**src/rtl/acc_step_ctrl.sv**
```systemverilog
// -----------------------------------------------------------------------------
// acc_step_ctrl
//
// Sequencer for the button-stepped accumulator. It owns the accumulator
// register, whose output feeds back into the adder as the C,D operands. The raw
// active-low push button is synchronised and debounced on the system clock, so
// the button never acts as a clock. Each debounced press produces exactly one
// load. The block also keeps a sticky overflow flag and a saturating step
// counter.
//
// Configuration macro:
//   ACC_STEP_SAT_EN  when defined, an overflowing step saturates acc_q at
//                    2^WIDTH-1 instead of wrapping modulo 2^WIDTH. carry_flag
//                    is set in both cases.
//
// Parameters:
//   WIDTH            accumulator / addend width in bits
//   DEBOUNCE_CYCLES  number of stable cycles required for both press and
//                    release (must be >= 2)
//   CNT_W            step counter width
//
// Ports:
//   clk         in   1      system clock; all state changes on the rising edge
//   reset       in   1      asynchronous, active-high; clears all state
//   btn_n       in   1      raw push button, active-low, asynchronous to clk
//   clr         in   1      synchronous clear of acc_q and carry_flag
//   addend      in   WIDTH  operand added on each step, sampled only in LOAD
//   acc_q       out  WIDTH  accumulator value (feeds the adder as C,D)
//   load_en     out  1      one-cycle pulse in the cycle acc_q is updated
//   carry_flag  out  1      sticky; set when any step overflowed WIDTH bits
//   step_count  out  CNT_W  number of loads since reset, saturating
//   busy        out  1      high in every state other than IDLE
// -----------------------------------------------------------------------------
module acc_step_ctrl #(
    parameter int WIDTH           = 2,
    parameter int DEBOUNCE_CYCLES = 250000,
    parameter int CNT_W           = 8
) (
    input  logic             clk,
    input  logic             reset,
    input  logic             btn_n,
    input  logic             clr,
    input  logic [WIDTH-1:0] addend,
    output logic [WIDTH-1:0] acc_q,
    output logic             load_en,
    output logic             carry_flag,
    output logic [CNT_W-1:0] step_count,
    output logic             busy
);

    // Debounce counter only needs to reach DEBOUNCE_CYCLES-1.
    localparam int DB_W = (DEBOUNCE_CYCLES > 2) ? $clog2(DEBOUNCE_CYCLES) : 1;
    localparam logic [DB_W-1:0] DB_LAST = DB_W'(DEBOUNCE_CYCLES - 1);

    typedef enum logic [1:0] {
        IDLE         = 2'd0,
        PRESS_WAIT   = 2'd1,
        LOAD         = 2'd2,
        RELEASE_WAIT = 2'd3
    } state_t;

    state_t          state;
    state_t          state_next;
    logic [DB_W-1:0] db_cnt;
    logic [DB_W-1:0] db_cnt_next;

    // -------------------------------------------------------------------------
    // Button synchroniser
    // -------------------------------------------------------------------------
    // The flops reset to 1, which is the released level of the active-low
    // button. A button held through reset is therefore seen as a fresh falling
    // edge after release, and it has to be debounced again.
    logic btn_meta;
    logic btn_s;
    logic press;

    // NOTE: sequential state uses non-blocking assignments (<=). All flops
    // then update together at the edge, and simulation ordering cannot leak
    // into the behaviour.
    always_ff @(posedge clk or posedge reset) begin
        if (reset) begin
            btn_meta <= 1'b1;
            btn_s    <= 1'b1;
        end else begin
            btn_meta <= btn_n;
            btn_s    <= btn_meta;
        end
    end

    assign press = ~btn_s;

    // -------------------------------------------------------------------------
    // Debounce / load sequencer: state register
    // -------------------------------------------------------------------------
    always_ff @(posedge clk or posedge reset) begin
        if (reset) begin
            state  <= IDLE;
            db_cnt <= '0;
        end else begin
            state  <= state_next;
            db_cnt <= db_cnt_next;
        end
    end

    // -------------------------------------------------------------------------
    // Debounce / load sequencer: next-state logic
    // -------------------------------------------------------------------------
    // The counter is cleared on entry to both wait states. In RELEASE_WAIT it
    // is also cleared whenever the button bounces back to pressed, so only an
    // unbroken run of released cycles returns the FSM to IDLE.
    //
    // NOTE: every signal this block drives gets a default first. A path that
    // leaves a signal unassigned would otherwise infer a latch.
    always_comb begin
        state_next  = state;
        db_cnt_next = db_cnt;

        unique case (state)
            IDLE: begin
                db_cnt_next = '0;
                if (press) begin
                    state_next = PRESS_WAIT;
                end
            end

            PRESS_WAIT: begin
                if (!press) begin
                    // Pulse shorter than the debounce window: reject it.
                    state_next  = IDLE;
                    db_cnt_next = '0;
                end else if (db_cnt == DB_LAST) begin
                    state_next  = LOAD;
                    db_cnt_next = '0;
                end else begin
                    db_cnt_next = db_cnt + 1'b1;
                end
            end

            LOAD: begin
                // One-cycle state. The release window starts counting from 0.
                state_next  = RELEASE_WAIT;
                db_cnt_next = '0;
            end

            RELEASE_WAIT: begin
                if (press) begin
                    db_cnt_next = '0;
                end else if (db_cnt == DB_LAST) begin
                    state_next  = IDLE;
                    db_cnt_next = '0;
                end else begin
                    db_cnt_next = db_cnt + 1'b1;
                end
            end

            default: begin
                state_next  = IDLE;
                db_cnt_next = '0;
            end
        endcase
    end

    // Outputs are decoded from the registered state only, so there is no
    // combinational path from btn_n. Both outputs also drop immediately when
    // reset is asserted.
    assign load_en = (state == LOAD);
    assign busy    = (state != IDLE);

    // -------------------------------------------------------------------------
    // Accumulator datapath
    // -------------------------------------------------------------------------
    // The sum is one bit wider than the accumulator so that the carry out of
    // the WIDTH-bit add is visible.
    logic [WIDTH:0]   sum;
    logic             overflow;
    logic [WIDTH-1:0] acc_load_val;

    assign sum      = {1'b0, acc_q} + {1'b0, addend};
    assign overflow = sum[WIDTH];

`ifdef ACC_STEP_SAT_EN
    assign acc_load_val = overflow ? {WIDTH{1'b1}} : sum[WIDTH-1:0];
`else
    assign acc_load_val = sum[WIDTH-1:0];
`endif

    // clr takes priority over a load for acc_q and carry_flag. The step
    // counter is kept separate below, so a clr during LOAD still counts the
    // step.
    always_ff @(posedge clk or posedge reset) begin
        if (reset) begin
            acc_q      <= '0;
            carry_flag <= 1'b0;
        end else if (clr) begin
            acc_q      <= '0;
            carry_flag <= 1'b0;
        end else if (load_en) begin
            acc_q      <= acc_load_val;
            carry_flag <= carry_flag | overflow;
        end
    end

    // The step counter stops at all-ones instead of wrapping.
    always_ff @(posedge clk or posedge reset) begin
        if (reset) begin
            step_count <= '0;
        end else if (load_en && (step_count != {CNT_W{1'b1}})) begin
            step_count <= step_count + 1'b1;
        end
    end

    // -------------------------------------------------------------------------
    // Simulation-only property: a load is never longer than one cycle.
    // -------------------------------------------------------------------------
`ifndef SYNTHESIS
    a_load_one_cycle : assert property (
        @(posedge clk) disable iff (reset) load_en |=> !load_en
    );
`endif

endmodule

```
**config.mk**
```make
export PLATFORM = sky130hd
export DESIGN_NAME = acc_step_ctrl
export DESIGN_NICKNAME = d
export VERILOG_FILES = /design/src/rtl/acc_step_ctrl.sv
export SDC_FILE = /design/constraint.sdc
export NUM_CORES = 1
export LEC_CHECK = 0
export ABC_AREA = 1
export CAP_MARGIN = 20
export CORE_AREA = 2 2 63 65
export CTS_CLUSTER_SIZE = 20
export DETAILED_ROUTE_END_ITERATION = 8
export DIE_AREA = 0 0 65 67
export PLACE_DENSITY = 0.68
export SYNTH_ARGS = -nofsm -noshare
export SYNTH_HDL_FRONTEND = slang
export SYNTH_SLANG_ARGS = --single-unit
```
**constraint.sdc**
```tcl
create_clock -name clk -period 2.1 [get_ports clk]
set_input_delay 0.21 -clock clk [delete_from_list [all_inputs] [get_ports clk]]
set_output_delay 0.21 -clock clk [all_outputs]
set_load 0.01 [all_outputs]
```
**Word level (Yosys, flattened, before mapping)**

Cells that the tools add are included.

- Output and inout port bits: 13
- Bits in latches: 0
- Word-level logic and storage cells: 40
- Input bits: 6
- Flip-flop bits (word level): 33
- Memory bits (read-only): 0
- Memory bits (writable): 0
- Memories: 0

- Order comparisons: 0
- Bitwise logic cells: 1
- Equality and inequality tests: 9
- Multipliers: 0
- Add/sub/neg operators: 3
- Reductions and logical operators: 6
- Divide/modulo/power cells: 0
- Muxes and demuxes: 14
- Shifts and indexed selects: 0

Operators by type and width:

| operator | count |
|---|---|
| 18-bit 2-to-1 mux | 3 |
| 18-bit one-hot mux with 3 select lines | 1 |
| 18-bit by 1-bit adder with 18-bit output, second input constant | 1 |
| 18-bit == test, second input constant | 1 |
| 2-bit 2-to-1 mux | 7 |
| 8-bit by 1-bit adder with 8-bit output, second input constant | 1 |
| 8-bit inequality test, second input constant | 1 |
| 2-bit one-hot mux with 4 select lines | 1 |
| 2-bit inequality test, second input constant | 3 |
| 2-bit == test, second input constant | 2 |
| 4-bit AND reduction | 1 |
| 2-bit nonzero test | 2 |
| 2-bit by 2-bit adder with 3-bit output | 1 |
| 3-bit inequality test, second input constant | 1 |
| 2-bit by 1-bit == test with 1-bit output, second input constant | 1 |
| 2-bit logical NOT | 1 |
| 1-bit 2-to-1 mux | 2 |
| 2-bit OR reduction | 1 |
| 1-bit logical AND | 1 |
| 1-bit OR | 1 |

**Logic depth before layout (Yosys ltp)**

Gate-level depths: netlist (run 1).

- Depth in word-level cells: 4
- Gate-level depth with buffers: 9
- Gate-level depth less buffers: 9

**Worst setup path before layout (run 1)**

Ideal clock, no wire load.

- Kind: flip-flop to flip-flop
- From: register step_count[0]
- To: register step_count[2]
- Data required time: 1.976 ns
- Data arrival time: 1.248 ns
- Stages on the path, launching flop included: 7
- Library setup time: 0.124 ns
- Buffers on the path: 0
- Path slack: 0.728 ns
- Cells stage by stage: dfrtp_1 -> ha_1 -> nand2_1 -> nor3_2 -> a21oi_4 -> nand2_1 -> xor2_1

- Longest elaborated chain between the ends: 2
- Elaborated cells between the ends (all ways): 3
- Those cells by class: add/sub (1); eq/ne (1); reduce/logical (1)

RTL lines:

| element | RTL line | RTL |
|---|---|---|
| start: declaration | 47 | `output logic [CNT_W-1:0] step_count,` |
| start signal: assignment | 208 | `step_count <= step_count + 1'b1;` |
| branches (longest 2 deep; another with 8-bit by 1-bit adder with 8-bit output) | - |  |

Parallel ways; which one is timed is not known.
A chain may end at the register's enable or synchronous reset.

**Worst setup path after layout (run 1)**

- From: register state[0]
- To: output busy

- Longest elaborated chain between the ends: 1

RTL lines:

| element | RTL line | RTL |
|---|---|---|
| start: declaration | 62 | `state_t state;` |
| start signal: assignment | 100 | `state <= state_next;` |
| 2-bit nonzero test | 167 | `assign busy = (state != IDLE);` |
| end: declaration | 48 | `output logic busy` |

No other way between the ends.

==> flow_metrics.env, run 1 <==
export IMPL_detail_route_wirelength_mm=3.000
export IMPL_cts_root_buffer="sky130_fd_sc_hd__clkbuf_8"
export IMPL_post_place_cells=273
export IMPL_worst_slew_pin_transition_ns=0.4161
export IMPL_post_cts_hold_buffer_count=0
export IMPL_drtAntennaViolNets=0
export IMPL_synth_top_family_by_area="simple AND/OR/NAND/NOR gates"
export IMPL_power_ir_vdd_worst_v=0.0005573
export IMPL_area_delta_synth_final_pct=18.30
export IMPL_cts_htree_levels=2
export IMPL_number_of_global_route_vias_before_repair=1348
export IMPL_synth_cells=207
export IMPL_synth_fp_nets=217
export IMPL_die_w_um=65
export IMPL_grt_use_met2_pct=27.32
export IMPL_endpoint_kind="output pin"
export IMPL_synth_compound_gate_area_share_pct=4.823
export IMPL_dpl_hpwl_mm=2.170
export IMPL_met1_track_usage_gr_pct=21.07
export IMPL_placedInstanceArea_um2=2001
export IMPL_cap_viol_max_count=0
export IMPL_worst_endpoint_arrival_ns=1.52
export IMPL_detail_route_first_pass_iterations=4
export IMPL_final_period_minus_worst_setup_slack_ns=1.725
export IMPL_yosys_cell_count_top_type="sky130_fd_sc_hd__nand2_1"
export IMPL_max_slew_margin_pct=72.26
export IMPL_worstSetupPathType="register to output pin"
export IMPL_finalNetCount=242
export IMPL_routedWlPerCell_um=10.71
export IMPL_core_um2=3606
export IMPL_hold_path_class="input port to async pin"
export IMPL_timing_reg2reg_worst_path_depth=7
export IMPL_synthesis_yosys_warnings=0
export IMPL_synth_seq_cells=33
export IMPL_placementRows=22
export IMPL_drt_drc_violations_left=0
export IMPL_cts_buffers=5
export IMPL_finalHoldViolations=0
export IMPL_fin_area_um2=2087
export IMPL_numPortBuffers=18
export IMPL_cts_repair_resize_count=0
export IMPL_clock_tree_buffer_depth=2
export IMPL_grt_start_max_net_pins=34
export IMPL_synth_fa_ha_area_share_pct=3.262
export IMPL_synth_seq_area_share_pct=46.95
export IMPL_final_worst_path_period_share_pct=82.15
export IMPL_synth_largest_area_cell="sky130_fd_sc_hd__dfrtp_1"
export IMPL_ys_dominant_reg_cell="sky130_fd_sc_hd__dfrtp_1"
export IMPL_ys_async_sr_fraction_pct=100.0
export IMPL_worst_path_clk_slew_ns=0.06
export IMPL_post_synth_top_area_fraction_pct=43.97
export IMPL_synth_edf_count=0
export IMPL_gr_usage_all_layers_pct=17.19
export IMPL_post_synthesis_instance_area_um2=1764
export IMPL_vias=1313
export IMPL_distinct_cell_type_count_of_the_synthesized_netlist=30
export IMPL_grt_setup_unrepaired="no"
export IMPL_run_status="completed"
export IMPL_insertedDiodeCount=0
export IMPL_critical_path_reg2reg_endpoint="db_cnt[4]"
export IMPL_power_per_cell_area_nw_per_um2=819.4
export IMPL_y_dimension_of_the_die_um=67
export IMPL_timing_reg2reg_setup_slack_ns=0.52
export IMPL_grt_met3_usage_pct=6.250
export IMPL_place_gp_congestion=0.7979
export IMPL_worst_path_max_fanout=5
export IMPL_yosys_area_share_simple_pct=31.06
export IMPL_fmax_mhz=579.6
export IMPL_grt_antenna_before_repair=0
export IMPL_global_route_wire_length_before_repair_mm=5.602
export IMPL_finClkSkew_ns=0.006710
export IMPL_gr_total_overflow=0
export IMPL_mapped_avg_cell_area_um2=8.523
export IMPL_static_leakage_power_nw=0.9340
export IMPL_post_route_cells_drive_above_1_share_pct=12.50
export IMPL_num_io_pins=19
export IMPL_drtIter0Drc=88
export IMPL_grt_most_used_layer="met2"
export IMPL_initial_core_util_pct=48.92
export IMPL_setup_violations_final=0
export IMPL_post_cts_buffers=0
export IMPL_critPathRequiredTime_ns=1.89
export IMPL_cts_sink_count=33
export IMPL_cp_startpoint_kind="register"
export IMPL_synthXorXnorAreaFrac_pct=6.454
export IMPL_synth_top_cells_by_count="44 x sky130_fd_sc_hd__nand2_1, 31 x sky130_fd_sc_hd__dfrtp_1, 30 x sky130_fd_sc_hd__inv_1, 30 x sky130_fd_sc_hd__nor2_1, 11 x sky130_fd_sc_hd__xor2_1"
export IMPL_layout_cells_non_filler=280
export IMPL_synth_top_cells_by_area="sky130_fd_sc_hd__dfrtp_1 44%, sky130_fd_sc_hd__nand2_1 9.4%, sky130_fd_sc_hd__inv_1 6.4%"
export IMPL_route_detailed_vias_per_inst=4.689
export IMPL_clock_latency_ns=0.28
export IMPL_synthMuxAreaShare_pct=0
export IMPL_setup_tns_ns=0
export IMPL_tritoncts_clock_tree="done"
export IMPL_rr_startpoint="db_cnt[0]"
export IMPL_die_area_um2=4355
export IMPL_final_max_slew_viol_count=0
## critical path, cell delays in order, from the launching register on
cell and delay (ns):
sky130_fd_sc_hd__dfrtp_1 0.50, sky130_fd_sc_hd__inv_1 0.11, sky130_fd_sc_hd__nand2_1 0.09, sky130_fd_sc_hd__clkdlybuf4s50_1 0.53
## layout by cell type (no fill, tap or decap), types with 3 or more instances in the layout
master	netlist	final
sky130_fd_sc_hd__nand2_1	44	44
sky130_fd_sc_hd__dfrtp_1	31	31
sky130_fd_sc_hd__inv_1	30	30
sky130_fd_sc_hd__nor2_1	30	30
sky130_fd_sc_hd__clkdlybuf4s50_1	0	18
sky130_fd_sc_hd__xor2_1	11	11
sky130_fd_sc_hd__nand3_1	10	10
sky130_fd_sc_hd__nor3_1	6	6
sky130_fd_sc_hd__clkbuf_8	0	6
sky130_fd_sc_hd__o21ai_0	4	4
sky130_fd_sc_hd__a21oi_1	4	4
sky130_fd_sc_hd__nand2_2	4	4
sky130_fd_sc_hd__nor3_2	3	3
sky130_fd_sc_hd__nor2_2	3	3
sky130_fd_sc_hd__nor2_4	3	3
sky130_fd_sc_hd__ha_1	3	3
## routing by layer
metal	routed length, µm	share of wire [%]
met1	1421	47
met4	52	1.7
met3	121	4.0
met5	0	0
met2	1403	47
## power breakdown
part	leakage (nW)	switching, W	internal (W)
registers	0.443	0.0000849	0.000715
clock network	0.0443	0.000214	0.000260
logic	0.446	0.000240	0.000197
## cell families (layout without fill, tap and decap cells)
| kind of cell | Yosys count | after routing |
|---|---|---|
| compound gates | 13 | 13 |
| simple gates | 111 | 111 |
| fa+ha+maj | 4 | 4 |
| buf+inv | 33 | 58 |
| xor+xnor | 13 | 13 |
| flops | 33 | 33 |
## layout make-up
cell class	instances	area, µm²
fillers	330	1519
multi-input cells	141	804.5
inverters	32	120.1
flip-flops and latches	33	828.3
clock buffers	7	86.33
repair buffers	19	187.7
well taps	48	60.06
## per-stage QoR
| stage | util (%) | hold slack (ns) | setup slack (ns) | power, W |
|---|---|---|---|---|
| floorplan | - | 0.2145 | 0.7279 | 0.001079 |
| global placement | 55.48 | 0.3461 | 0.5727 | 0.001246 |
| detailed placement | 55.48 | 0.3472 | 0.4942 | 0.001255 |
| CTS | 57.88 | 0.3222 | 0.3507 | 0.001744 |
| global route | 57.88 | 0.3339 | 0.2843 | 0.001835 |
| finish | 57.88 | 0.3091 | 0.3748 | 0.001710 |
## flip-flops by register name, summed over array words and instances (netlist names), named ones only
register and flops:
btn_s 1, btn_meta 1, db_cnt 18, step_count 8, carry_flag 1, state 1
acc_q 2
## how the worst max path moves through the flow
| stage | startpoint | endpoint |
|---|---|---|
| after CTS | state[0] | busy |
| after global placement | db_cnt[0] | db_cnt[4] |
| after global routing | state[0] | busy |
| after detailed placement | db_cnt[0] | db_cnt[4] |
| final | state[0] | busy |
| after floorplan | step_count[0] | step_count[2] |
(Power assumes the default switching activity.)
==> run 2: changes to the inputs <==
Clock period 2.1 ns to 1.6 ns, I/O delays scaled along.
==> flow_metrics.env, run 2 (synthesized netlist as in run 1, its figures left out) <==
export IMPL_post_place_cells=275
export IMPL_worst_path_max_fanout=10
export IMPL_detailroute_wirelength_met3_um=111
export IMPL_drtAntennaViolNets=0
export IMPL_placementRows=22
export IMPL_worst_path_most_repeated_cell="sky130_fd_sc_hd__nand2_1"
export IMPL_worstSetupPathType="register to register"
export IMPL_insertedDiodeCount=0
export IMPL_gr_usage_all_layers_pct=16.91
export IMPL_finalNetCount=245
export IMPL_fin_area_um2=2143
export IMPL_rr_startpoint="step_count[0]"
export IMPL_most_flop_heavy_register="db_cnt"
export IMPL_detail_route_wirelength_mm=3.006
export IMPL_placedInstanceArea_um2=2028
export IMPL_tritoncts_clock_tree="done"
export IMPL_worst_slew_pin_transition_ns=0.3037
export IMPL_timing_reg2reg_worst_path_depth=6
export IMPL_worst_slack_ns=0.1288
export IMPL_cp_startpoint_kind="register"
export IMPL_setup_worst_path_end="step_count[2]"
export IMPL_vias=1323
export IMPL_worst_path_max_delay_cell="sky130_fd_sc_hd__dfrtp_1"
export IMPL_most_common_cell_after_layout_fill_and_taps_aside="sky130_fd_sc_hd__nand2_1"
export IMPL_fmax_mhz=679.7
export IMPL_endpoint_kind="register"
export IMPL_initial_core_util_pct=48.92
export IMPL_drtIter0Drc=73
export IMPL_detail_route_first_pass_iterations=4
export IMPL_global_route_wire_length_before_repair_mm=5.492
export IMPL_numPortBuffers=18
export IMPL_max_slew_margin_pct=79.71
export IMPL_routedWlPerCell_um=10.58
export IMPL_cts_root_buffer="sky130_fd_sc_hd__clkbuf_8"
export IMPL_final_cell_mix="44 x sky130_fd_sc_hd__nand2_1, 30 x sky130_fd_sc_hd__inv_1, 30 x sky130_fd_sc_hd__dfrtp_1"
export IMPL_post_layout_total_power_w=0.002330
export IMPL_cap_viol_max_count=0
export IMPL_y_dimension_of_the_die_um=67
export IMPL_pre_cts_slack_ns=0.09058
export IMPL_static_leakage_power_nw=0.9689
export IMPL_power_ir_vdd_worst_v=0.001028
export IMPL_drt_drc_violations_left=0
export IMPL_worst_endpoint_arrival_ns=1.64
export IMPL_largest_registers="db_cnt (18), step_count (8), acc_q (2)"
export IMPL_finClkSkew_ns=0.008526
export IMPL_crit_chain="ha_1 > nand2_1 > nor3_2 > a21oi_4 > nand2_1 > xor2_1"
export IMPL_final_max_slew_viol_count=0
export IMPL_layout_cells_non_filler=284
export IMPL_post_route_cells_drive_above_1_share_pct=15.25
export IMPL_fill_cell_total_of_the_finished_layout=340
export IMPL_core_um2=3606
export IMPL_setup_violations_final=0
export IMPL_gr_total_overflow=0
export IMPL_critPathRequiredTime_ns=1.77
export IMPL_run_status="completed"
export IMPL_final_worst_path_period_share_pct=91.95
export IMPL_power_per_cell_area_nw_per_um2=1087
export IMPL_cts_sink_count=33
export IMPL_number_of_flip_flops_under_the_largest_register_name=18
export IMPL_clock_tree_buffer_depth=2
export IMPL_worst_path_largest_cell_delay_ns=0.42
export IMPL_cts_htree_levels=2
export IMPL_number_of_global_route_vias_before_repair=1318
export IMPL_grt_setup_unrepaired="yes"
export IMPL_layout_core_utilization_pct=59.44
export IMPL_num_io_pins=19
export IMPL_area_delta_synth_final_pct=21.49
export IMPL_clock_latency_ns=0.29
export IMPL_place_gp_congestion=0.7666
export IMPL_worst_path_clk_slew_ns=0.07
export IMPL_detailroute_wirelength_met2_mm=1.365
export IMPL_dpl_hpwl_mm=2.198
export IMPL_topRoutingLayerUsed="met4"
export IMPL_route_detailed_vias_per_inst=4.658
export IMPL_grt_antenna_before_repair=0
export IMPL_finalHoldViolations=0
export IMPL_cts_buffers=5
export IMPL_wl_met1_mm=1.469
export IMPL_timing_reg2reg_setup_slack_ns=0.13
export IMPL_hold_path_class="input port to async pin"
export IMPL_post_cts_hold_buffer_count=0
export IMPL_die_w_um=65
export IMPL_critical_path_reg2reg_endpoint="step_count[2]"
export IMPL_final_period_minus_worst_setup_slack_ns=1.471
export IMPL_die_area_um2=4355
export IMPL_grt_start_max_net_pins=34
export IMPL_crit_path_start="step_count[0]"
## run 2: changes by cell type in the layout (fill, tap and decap cells not counted), sizes merged
cell | before | now
buf | 1 | 4
clkdlybuf4s50 | 18 | 16
dlygate4sd2 | 0 | 2
clkinv | 0 | 1
## run 2: per-stage QoR
step           setup TNS [ns]  hold WS, ns
2_1_floorplan               0       0.1645
3_3_place_gp                0       0.3458
3_5_place_dp                0       0.3479
4_1_cts                     0       0.2059
5_1_grt             -0.007459       0.2105
6_report                    0       0.2011
## run 2: how the worst min path moves through the flow
| stage | slack [ns] | start | cells after the start | end |
|---|---|---|---|---|
| final | 0.20 | reset | 3 | db_cnt[3] |
| after global routing | 0.21 | reset | 3 | db_cnt[3] |
| after CTS | 0.21 | reset | 3 | step_count[4] |
| after detailed placement | 0.35 | btn_meta | 0 | btn_s |
| after global placement | 0.35 | btn_meta | 0 | btn_s |
| after floorplan | 0.16 | btn_n | 0 | btn_meta |
## run 2: area by class of cell
| class | count | area, µm² | area share [%] |
|---|---|---|---|
| Clock buffer | 7 | 96.34 | 4.495 |
| Clock inverter | 1 | 5.005 | 0.2335 |
| Inverter | 32 | 120.1 | 5.604 |
| Multi-Input combinational cell | 141 | 812.0 | 37.89 |
| Sequential cell | 33 | 829.5 | 38.70 |
| Tap cell | 48 | 60.06 | 2.802 |
| Timing Repair Buffer | 22 | 220.2 | 10.27 |
## run 2: power by group
group	leakage, nW	switching (W)	internal [W]
clock network	0.0542	0.000301	0.000389
logic	0.472	0.000333	0.000266
registers	0.443	0.000101	0.000939
## run 2: critical path, delay by kind of cell, from the launching register on
kind            cells  cell delay (ns)
xor+xnor            1             0.15
simple gates        3             0.26
fa+ha+maj           1             0.25
flops               1             0.42
compound gates      1             0.28
## run 2: repair_timing
action	in CTS	in global routing
setup endpoints to repair	2	12
pin swaps	0	1
setup buffers	1	0
gates resized for setup	3	2
cloned	0	0
## run 2: layer usage
metal,global-route usage [%],vias to the layer above
met5,0,-
met4,7.181,0
met3,5.574,6
met2,27.96,23
met1,20.13,600
li1,-,694
==> run 3: changes to the inputs <==
Settings changed: DONT_BUFFER_PORTS set to 1, PLACE_DENSITY 0.68 to 0.61, SLEW_MARGIN set to 5.
Clock period 1.6 ns to 1.4 ns, I/O delays scaled along.
==> flow_metrics.env, run 3 (synthesized netlist as in run 1, its figures left out) <==
export IMPL_worst_path_largest_cell_delay_ns=0.38
export IMPL_post_place_cells=276
export IMPL_finClkSkew_ns=0.009031
export IMPL_largest_registers="db_cnt (18), step_count (8), acc_q (2)"
export IMPL_detail_route_first_pass_iterations=4
export IMPL_layout_cells_non_filler=293
export IMPL_worst_endpoint_arrival_ns=1.65
export IMPL_worst_slew_pin_transition_ns=0.4135
export IMPL_insertedDiodeCount=0
export IMPL_final_cell_mix="41 x sky130_fd_sc_hd__nand2_1, 30 x sky130_fd_sc_hd__dfrtp_1, 29 x sky130_fd_sc_hd__inv_1"
export IMPL_worst_path_max_fanout=4
export IMPL_final_worst_path_period_share_pct=106.1
export IMPL_timing_critical_path_max_delay_family="simple AND/OR/NAND/NOR gates"
export IMPL_cap_viol_max_count=0
export IMPL_worst_slack_ns=-0.08521
export IMPL_worst_path_max_delay_cell="sky130_fd_sc_hd__nor3_1"
export IMPL_dpl_hpwl_mm=2.560
export IMPL_run_status="finished with violations"
export IMPL_die_w_um=65
export IMPL_grt_start_max_net_pins=34
export IMPL_post_route_cells_drive_above_1_share_pct=35.10
export IMPL_number_of_global_route_vias_before_repair=1460
export IMPL_critPathBufInv=2
export IMPL_tritoncts_clock_tree="done"
export IMPL_detailroute_wirelength_met3_um=132
export IMPL_fmax_mhz=673.3
export IMPL_crit_chain="buf_4 > inv_1 > nor3_1 > nand3_2 > xor2_1 > nor2_2"
export IMPL_detailroute_wirelength_met2_mm=2.110
export IMPL_setup_tns_ns=-0.4916
export IMPL_finalNetCount=254
export IMPL_number_of_flip_flops_under_the_largest_register_name=18
export IMPL_critical_path_cell_count=6
export IMPL_numPortBuffers=0
export IMPL_route_detailed_vias_per_inst=5.075
export IMPL_placementRows=22
export IMPL_global_route_wire_length_before_repair_mm=6.016
export IMPL_core_um2=3606
export IMPL_topRoutingLayerUsed="met4"
export IMPL_cts_sink_count=33
export IMPL_gr_total_overflow=0
export IMPL_cts_buffers=5
export IMPL_gr_usage_all_layers_pct=18.44
export IMPL_cp_startpoint_kind="register"
export IMPL_finalHoldViolations=0
export IMPL_timing_hold_worst_path_depth=3
export IMPL_drt_drc_violations_left=0
export IMPL_power_per_cell_area_nw_per_um2=1173
export IMPL_hold_path_class="input port to register"
export IMPL_cts_root_buffer="sky130_fd_sc_hd__clkbuf_8"
export IMPL_grt_setup_unrepaired="yes"
export IMPL_drtIter0Drc=40
export IMPL_fill_cell_total_of_the_finished_layout=290
export IMPL_num_io_pins=19
export IMPL_most_flop_heavy_register="db_cnt"
export IMPL_initial_core_util_pct=48.92
export IMPL_setup_violations_final=14
export IMPL_static_leakage_power_nw=1.062
export IMPL_clock_tree_buffer_depth=2
export IMPL_final_period_minus_worst_setup_slack_ns=1.485
export IMPL_y_dimension_of_the_die_um=67
export IMPL_area_delta_synth_final_pct=32.34
export IMPL_final_max_slew_viol_count=0
export IMPL_vias=1487
export IMPL_cts_htree_levels=2
export IMPL_violations="negative setup slack"
export IMPL_wl_met1_mm=1.550
export IMPL_worstSetupPathType="register to register"
export IMPL_power_ir_vdd_worst_v=0.0008831
export IMPL_timing_reg2reg_worst_path_depth=6
export IMPL_detail_route_wirelength_mm=3.909
export IMPL_critPathRequiredTime_ns=1.57
export IMPL_drtAntennaViolNets=0
export IMPL_die_area_um2=4355
export IMPL_endpoint_kind="register"
export IMPL_most_common_cell_after_layout_fill_and_taps_aside="sky130_fd_sc_hd__nand2_1"
export IMPL_max_slew_margin_pct=72.43
export IMPL_grt_antenna_before_repair=0
export IMPL_clock_latency_ns=0.28
export IMPL_routedWlPerCell_um=13.34
export IMPL_place_gp_congestion=0.8926
export IMPL_worst_path_clk_slew_ns=0.06
==> run 3: cell types whose count changed in the layout (fill, tap and decap cells not counted), sizes merged <==
cell | before | now
buf | 4 | 27
clkdlybuf4s50 | 16 | 0
dlygate4sd3 | 0 | 3
dlygate4sd2 | 2 | 0
a21oi | 5 | 6
==> run 3: layout make-up <==
cell class,count,area [µm²],share of cell area [%]
Sequential cell,33,829.5,35.53
Clock buffer,7,76.32,3.269
Tap cell,48,60.06,2.572
Inverter,32,120.1,5.145
Timing Repair Buffer,30,251.5,10.77
Multi-Input combinational cell,142,992.2,42.50
Clock inverter,1,5.005,0.2144
==> run 3: power by group <==
| group | total, W | switching, W | internal [W] |
|---|---|---|---|
| registers | 0.00118 | 0.000113 | 0.00107 |
| clock network | 0.000685 | 0.000337 | 0.000349 |
| logic | 0.000869 | 0.000486 | 0.000384 |
| total | 0.00274 | 0.000935 | 0.00180 |
==> run 3: worst min-delay path, stage by stage <==
cell                      delay (ns)
sky130_fd_sc_hd__inv_1          0.03
sky130_fd_sc_hd__o21ai_0        0.06
sky130_fd_sc_hd__nor2_1         0.04
==> run 3: timing repair <==
item	4_1_cts	5_1_grt
cloned	0	1
buffers inserted	1	4
hold buffers	3	0
setup endpoints to repair	14	27
gates resized for setup	9	39
hold endpoints to repair	33	0
pin swaps	3	16
==> run 3: path summary, 6_finish.rpt <==
path	start	slack, ns	to
min in group asynchronous	reset	0.40	step_count[2]
min reg2reg	btn_meta	0.36	btn_s
max in group asynchronous	reset	0.67	btn_meta
min	clr	0.02	acc_q[1]
max	db_cnt[11]	-0.09	db_cnt[17]
max reg2reg	db_cnt[11]	-0.09	db_cnt[17]
==> run 3: metal layers <==
layer / vias to the layer above / GRT usage, %
met5: - / 0
met4: 0 / 8.777
met3: 10 / 4.561
met2: 32 / 33.76
met1: 726 / 19.83
li1: 719 / -
==> run 3: per-stage QoR <==
step	worst slack [ns]	hold WS [ns]	power (W)	instance area, µm²	util [%]
global route	-0.1682	0.01974	0.002903	2335	64.75
global placement	0.02809	0.1422	0.001852	1978	54.86
finish	-0.08521	0.02283	0.002738	2335	64.75
detailed placement	-0.09045	0.1446	0.001883	1978	54.86
floorplan	0.02794	0.1445	0.001618	1764	-
CTS	0.0002945	0.01695	0.002605	2127	58.99
